`src/rtl/c_shift_pkg.sv`:
```
// c_shift_pkg: shared definitions for the serial shift / word collector blocks.
//   - bit-order codes latched by the accumulator on bit 0 of each word
//   - collector state enum
//   - word_len(): accepted bits per word, including the optional parity bit
// Optional feature macro: SHIFT_WORD_COLLECTOR_PARITY_EN (adds one even-parity bit per word).
package c_shift_pkg;

  localparam logic c_lsb_to_msb = 1'b0;
  localparam logic c_msb_to_lsb = 1'b1;

  typedef enum logic {COLLECT, HOLD} state_e;

`ifdef SHIFT_WORD_COLLECTOR_PARITY_EN
  localparam int unsigned c_par_bits = 1;
`else
  localparam int unsigned c_par_bits = 0;
`endif

  function automatic int unsigned word_len(input int unsigned width);
    return width + c_par_bits;
  endfunction

endpackage

```
`src/rtl/shift_word_acc.sv`:
```
// shift_word_acc: serial accumulator, bit counter and bit-order latch.
// Ports:
//   clk_i, sclr_n_i       clock, synchronous active-low reset
//   en_i                  a bit is accepted this cycle
//   bit_i, start_i        serial bit, restart-word qualifier
//   lsb_first_i           bit order, sampled on bit 0 only
//   done_o                strobe: the accepted bit completes a word
//   busy_o                a partial word is in progress (counter nonzero)
//   word_o / word_nxt_o   accumulator now / after this cycle's bit
//   par_o / par_nxt_o     running XOR of the word's bits (SHIFT_WORD_COLLECTOR_PARITY_EN)
module shift_word_acc
  import c_shift_pkg::*;
#(
  parameter int unsigned C_WIDTH = 16
) (
  input  logic               clk_i,
  input  logic               sclr_n_i,
  input  logic               en_i,
  input  logic               bit_i,
  input  logic               start_i,
  input  logic               lsb_first_i,
  output logic               done_o,
  output logic               busy_o,
  output logic [C_WIDTH-1:0] word_o,
  output logic [C_WIDTH-1:0] word_nxt_o
`ifdef SHIFT_WORD_COLLECTOR_PARITY_EN
  ,
  output logic               par_o,
  output logic               par_nxt_o
`endif
);

  localparam int unsigned     LEN   = word_len(C_WIDTH);
  localparam int unsigned     CW    = $clog2(LEN + 1);
  localparam logic [CW-1:0]   LEN_C = CW'(LEN);
  localparam logic [CW-1:0]   WID_C = CW'(C_WIDTH);

  logic [C_WIDTH-1:0] acc_q, acc_d, base;
  logic [CW-1:0]      cnt_q, cnt_d, cnt_inc;
  logic               dir_q, dir_d;
  logic               first;

  always_comb begin
    acc_d   = acc_q;
    cnt_d   = cnt_q;
    dir_d   = dir_q;
    first   = start_i || (cnt_q == '0);
    // a restart throws away the partial word before inserting bit 0
    base    = start_i ? '0 : acc_q;
    cnt_inc = start_i ? CW'(1) : cnt_q + CW'(1);
    done_o  = en_i && (cnt_inc == LEN_C);
    if (en_i) begin
      if (first) dir_d = lsb_first_i ? c_lsb_to_msb : c_msb_to_lsb;
      // the trailing parity bit (index C_WIDTH) is counted but not stored
      if (start_i || (cnt_q < WID_C))
        acc_d = (dir_d == c_lsb_to_msb) ? {bit_i, base[C_WIDTH-1:1]}
                                        : {base[C_WIDTH-2:0], bit_i};
      cnt_d = done_o ? '0 : cnt_inc;
    end
  end

  always_ff @(posedge clk_i) begin
    if (!sclr_n_i) begin
      acc_q <= '0;
      cnt_q <= '0;
      dir_q <= c_lsb_to_msb;
    end else begin
      acc_q <= acc_d;
      cnt_q <= cnt_d;
      dir_q <= dir_d;
    end
  end

  assign busy_o     = (cnt_q != '0);
  assign word_o     = acc_q;
  assign word_nxt_o = acc_d;

`ifdef SHIFT_WORD_COLLECTOR_PARITY_EN
  logic par_q, par_d;

  always_comb begin
    par_d = par_q;
    if (en_i) par_d = (first ? 1'b0 : par_q) ^ bit_i;
  end

  always_ff @(posedge clk_i) begin
    if (!sclr_n_i) par_q <= 1'b0;
    else           par_q <= par_d;
  end

  assign par_o     = par_q;
  assign par_nxt_o = par_d;
`endif

endmodule

```
`src/rtl/shift_word_collector.sv`:
```
// shift_word_collector: serial-to-parallel word collector behind the shift stage.
// Ports:
//   CLK, SCLR_N                         clock, synchronous active-low reset
//   SDIN, SDIN_VALID, SDIN_READY        serial input handshake (READY is registered)
//   FRAME_START                         accepted bit is bit 0 of a new word
//   LSB_FIRST                           bit order, sampled on bit 0
//   Q, Q_VALID, Q_READY                 buffered parallel output handshake
//   Q_PERR                              parity error for the word on Q
//   FRAME_ERR                           sticky: word restarted mid-assembly
// Optional feature macro: SHIFT_WORD_COLLECTOR_PARITY_EN (trailing even-parity bit per
// word; without it Q_PERR is tied 0).
module shift_word_collector
  import c_shift_pkg::*;
#(
  parameter int unsigned C_WIDTH       = 16,
  parameter bit          C_FRAME_CHECK = 1'b1
) (
  input  logic               CLK,
  input  logic               SCLR_N,
  input  logic               SDIN,
  input  logic               SDIN_VALID,
  output logic               SDIN_READY,
  input  logic               FRAME_START,
  input  logic               LSB_FIRST,
  output logic [C_WIDTH-1:0] Q,
  output logic               Q_VALID,
  input  logic               Q_READY,
  output logic               Q_PERR,
  output logic               FRAME_ERR
);

  state_e             state_q, state_d;
  logic               rdy_q, rdy_d;
  logic [C_WIDTH-1:0] q_q, q_d;
  logic               qv_q, qv_d;
  logic               ferr_q, ferr_d;
  logic               accept, consume, done, busy;
  logic               load_nxt, load_held;
  logic [C_WIDTH-1:0] word, word_nxt;

  assign accept  = SDIN_VALID && rdy_q;
  assign consume = qv_q && Q_READY;

  shift_word_acc #(.C_WIDTH(C_WIDTH)) u_acc (
    .clk_i       (CLK),
    .sclr_n_i    (SCLR_N),
    .en_i        (accept),
    .bit_i       (SDIN),
    .start_i     (FRAME_START),
    .lsb_first_i (LSB_FIRST),
    .done_o      (done),
    .busy_o      (busy),
    .word_o      (word),
    .word_nxt_o  (word_nxt)
`ifdef SHIFT_WORD_COLLECTOR_PARITY_EN
    ,
    .par_o       (par),
    .par_nxt_o   (par_nxt)
`endif
  );

  always_comb begin
    state_d   = state_q;
    q_d       = q_q;
    qv_d      = qv_q;
    load_nxt  = 1'b0;
    load_held = 1'b0;
    ferr_d    = ferr_q | (C_FRAME_CHECK && accept && FRAME_START && busy);
    case (state_q)
      COLLECT: begin
        if (done) begin
          if (!qv_q || Q_READY) begin
            q_d      = word_nxt;
            qv_d     = 1'b1;
            load_nxt = 1'b1;
          end else begin
            // output still occupied: park the finished word in the accumulator
            state_d = HOLD;
          end
        end else if (consume) begin
          qv_d = 1'b0;
        end
      end
      HOLD: begin
        if (consume) begin
          q_d       = word;
          load_held = 1'b1;
          state_d   = COLLECT;
        end
      end
      default: state_d = COLLECT;
    endcase
    rdy_d = (state_d == COLLECT);
  end

  always_ff @(posedge CLK) begin
    if (!SCLR_N) begin
      state_q <= COLLECT;
      rdy_q   <= 1'b0;
      q_q     <= '0;
      qv_q    <= 1'b0;
      ferr_q  <= 1'b0;
    end else begin
      state_q <= state_d;
      rdy_q   <= rdy_d;
      q_q     <= q_d;
      qv_q    <= qv_d;
      ferr_q  <= ferr_d;
    end
  end

  assign SDIN_READY = rdy_q;
  assign Q          = q_q;
  assign Q_VALID    = qv_q;
  assign FRAME_ERR  = ferr_q;

`ifdef SHIFT_WORD_COLLECTOR_PARITY_EN
  logic par, par_nxt;
  logic perr_q, perr_d;

  // parity flag travels with the word into Q
  always_comb begin
    perr_d = perr_q;
    if (load_nxt)       perr_d = par_nxt;
    else if (load_held) perr_d = par;
  end

  always_ff @(posedge CLK) begin
    if (!SCLR_N) perr_q <= 1'b0;
    else         perr_q <= perr_d;
  end

  assign Q_PERR = perr_q;
`else
  assign Q_PERR = 1'b0;
`endif

endmodule

```
`config.mk`:
```
export PLATFORM = sky130hd
export DESIGN_NAME = shift_word_collector
export DESIGN_NICKNAME = d
export VERILOG_FILES = /design/src/rtl/c_shift_pkg.sv /design/src/rtl/shift_word_acc.sv /design/src/rtl/shift_word_collector.sv
export SDC_FILE = /design/constraint.sdc
export NUM_CORES = 1
export LEC_CHECK = 0
export CAP_MARGIN = 5
export CORE_ASPECT_RATIO = 1.75
export CORE_MARGIN = 2
export CORE_UTILIZATION = 40
export DETAILED_ROUTE_END_ITERATION = 10
export MAX_ROUTING_LAYER = met4
export PLACE_DENSITY = 0.65
export SKIP_LAST_GASP = 1
export SYNTH_ARGS = -nofsm -noshare
export SYNTH_HDL_FRONTEND = slang
export SYNTH_HIERARCHICAL = 1
export SYNTH_SLANG_ARGS = --single-unit
```
`constraint.sdc`:
```
create_clock -name CLK -period 4.03 [get_ports CLK]
set_input_delay 0.806 -clock CLK [delete_from_list [all_inputs] [get_ports CLK]]
set_output_delay 0.806 -clock CLK [all_outputs]
set_load 0.02 [all_outputs]
```
==> results.md <==
* Worst slew margin at 0.502
* Initial DRC count at 48
* Post-CTS setup buffer count at 0
* Largest net degree at the start of global routing at 25
* CP peak stage delay at 0.69 ns
* Pre-Repair DR Iteration Count at 4
* Die area at 6100 sq um
* Initial Util at 0.416
* Routed wire length at 4870 microns
* Minimum clock period after layout at 2.97 ns
* Initial antenna violation count at 0
* Sink Count at 42
* Outcome: finished clean
* Max IR drop VDD at 0.000124 V
* Final period util at 0.738
* Layout area overhead at 14.4%
* Via count at 1755
* Asr flop ratio synth at 0
* Post-synthesis simple-gate area fraction at 0.149
* Post-DP HPWL at 3360 microns
* Post-synth design cell area at 2190 sq um
* Worst EP required at 4.27 ns
* Post-CTS sizing at 0
* Post-synth EDFFs at 0
* Worst path bufs/invs at 1
* Sequential share of the synthesized area at 0.384
* Number of hold violations in the final report at 0
* DRT antenna net count at 0
* Share of post-route cells with drive strength above 1 at 0.0643
* Routed len/inst at 16.0 microns
* Critical Path Start: FRAME_START
* GPL Wtd Cong at 0.830
* Worst-margin pin slew at 0.747 ns
* Cells along the critical path: clkdlybuf4s50_1, nor2b_1, mux2_2, nor4_1, and3_1, mux2_4, and2_4, o211a_1
* Filler cells at 515
* Syn Nets at 241
* Fmax achieved at 336 MHz
* Synth Area in Compound Gates at 0.222
* Fin nets at 258
* Ys flop type: dfxtp_1
* Final WS setup at 1.06 ns
* Worst-Skew Late Latency at 0.30 ns
* YS warnings at 6
* Reg2reg end: Q[5]
* Final core occ at 0.476
* Die Ht at 102 microns
* RR Startpoint: u_acc/cnt_q[0]
* Global route overflow at 0
* I/O pin count at 27
* FP Rows at 35
* Final setup fails at 0
* CTS Root Cell: clkbuf_8
* Critical Path AT at 3.21 ns
* # hold bufs at CTS at 0
* Final Skew at 0.00634 ns
* Post-synthesis sequential element count at 42
* Max-Cap Viols at 0
* Drt drc at 0
* Chip width at 59.9 microns
* Clock-pin slew on the worst setup and hold paths at 0.07 ns
* CP endpoint kind: flip-flop
* Pleak at 1.05 nW
* Post-Synth Adder-Cell Area at 0.0114
* Critical Path Start Type: input pin
* Avg Cell Area, Syn at 9.43 sq um
* CTS Buf Count at 5
* Main combinational cell family by area after synthesis: compound AO/OA/AOI/OAI gates
* Multiplexer area fraction after synthesis at 0.165
* Cell family with most CP delay: simple AND/OR/NAND/NOR gates
* Reg2Reg Depth at 10
* Port Buffers at 25
* CP max stage cell: clkdlybuf4s50_1
* Number of stages on the worst setup path at 8
* Vias in the first global route at 1665
* Routed vias/inst at 5.77
* Post-Place Setup Slack at 0.764 ns
* Core Area at 5260 sq um
* Worst Setup EP: Q[15]
* RSZ-0062 raised after global routing: no
* R2R Setup Slk at 1.25 ns
* First-pass GRT wire length at 8090 microns
* Critical Path Fanout Max at 17
* CTS tree: yes
* H-tree Lvls at 2
* Netlist cell types at 43
* Cells after Synth at 232
* Final Max Tran Viols at 0
* Gr usage total at 0.181
* Setup TNS at 0 ns
* Bufs on Longest Clock Path at 2
* Xor and xnor area share after synthesis at 0.00800
* N_diodes at 0
* Worst min path class: flip-flop to flip-flop
* Power density over cell area at 296 nW/um^2
* Critical path type: input pin to flip-flop
-- logic make-up (layout without fill, tap and decap cells) --
kind of cell	Yosys count	count (layout)
xor+xnor	2	2
simple gates	62	62
buf+inv	25	42
compound gates	63	63
fa+ha+maj	2	2
mux	35	35
flops	42	42
other cells	1	1
-- cells in the final DEF, fill, tap and decap left out, types with 2 or more instances in the layout --
cell              n
mux2i_1          32
nor2_1            5
nor2b_1           4
dfxtp_1          42
a21oi_1           5
nand2b_1          3
o2bb2ai_1        14
o211a_1          17
clkbuf_8          5
o21ai_0          16
buf_4             3
inv_1             7
a2bb2oi_1         2
nand2_1          19
ha_1              2
nand3_1          20
and2_1            3
clkdlybuf4s50_1  25
clkbuf_1          2
-- worst min path at each step --
stage                             to              from  slack (ns)  depth (start not counted)
floorplan           u_acc/word_o[10]  u_acc/word_o[10]        0.49                          1
global placement                Q[7]              Q[7]        0.49                          1
detailed placement              Q[5]              Q[5]        0.49                          1
CTS                             Q[5]              Q[5]        0.51                          1
global route                    Q[2]              Q[2]        0.53                          1
finish                          Q[5]              Q[5]        0.50                          1
-- power breakdown --
part	switching, W	internal (W)	total [W]
Clock	0.000140	0.000119	0.000260
Sequential	0.00000282	0.000418	0.000421
Combinational	0.0000366	0.0000254	0.0000619
-- sequential cells by signal, indices dropped and copies added, names as in the netlist --
signal and count:
Q 16, u_acc/dir_q 1, FRAME_ERR 1, SDIN_READY 1, state_q 1, u_acc/word_o 16, u_acc/cnt_q 5, Q_VALID 1
-- final cells by class --
| type | count | area (sq um) | area share |
|---|---|---|---|
| clock buffer | 7 | 76.3 | 0.0305 |
| multi-input combinational | 165 | 1220 | 0.487 |
| sequential | 42 | 841 | 0.336 |
| tap | 55 | 68.8 | 0.0275 |
| timing repair buffer | 28 | 273 | 0.109 |
| inverter | 7 | 26.3 | 0.0105 |
-- cells in the mapped netlist (4+ instances only) --
cell type   n  area [sq um]
inv_1       7          26.3
o21ai_0    16          80.1
nor2_1      5          18.8
o2bb2ai_1  14           123
buf_2       4          20.0
o211a_1    17           170
nand3_1    20           100
dfxtp_1    42           841
clkbuf_1    8          30.0
mux2i_1    32           320
nor2b_1     4          25.0
a21oi_1     5          25.0
nand2_1    19          71.3
-- routing by layer --
layer,up-vias,track usage,wire length [microns]
met3,12,0.0241,112
li1,878,-,-
met2,29,0.301,2560
met5,-,-,0
met1,836,0.206,2050
met4,0,0.0957,150
-- stage by stage --
stage	instance area, sq um	instances	hold slack, ns	total power (W)
final	2500	304	0.499	0.000742
after global routing	2500	304	0.525	0.000771
after CTS	2500	304	0.507	0.000751
after detailed placement	2430	297	0.489	0.000492
after global placement	2430	297	0.486	0.000492
after floorplan	2190	232	0.486	0.000475
No activity file was read; power rests on OpenSTA's default activity.
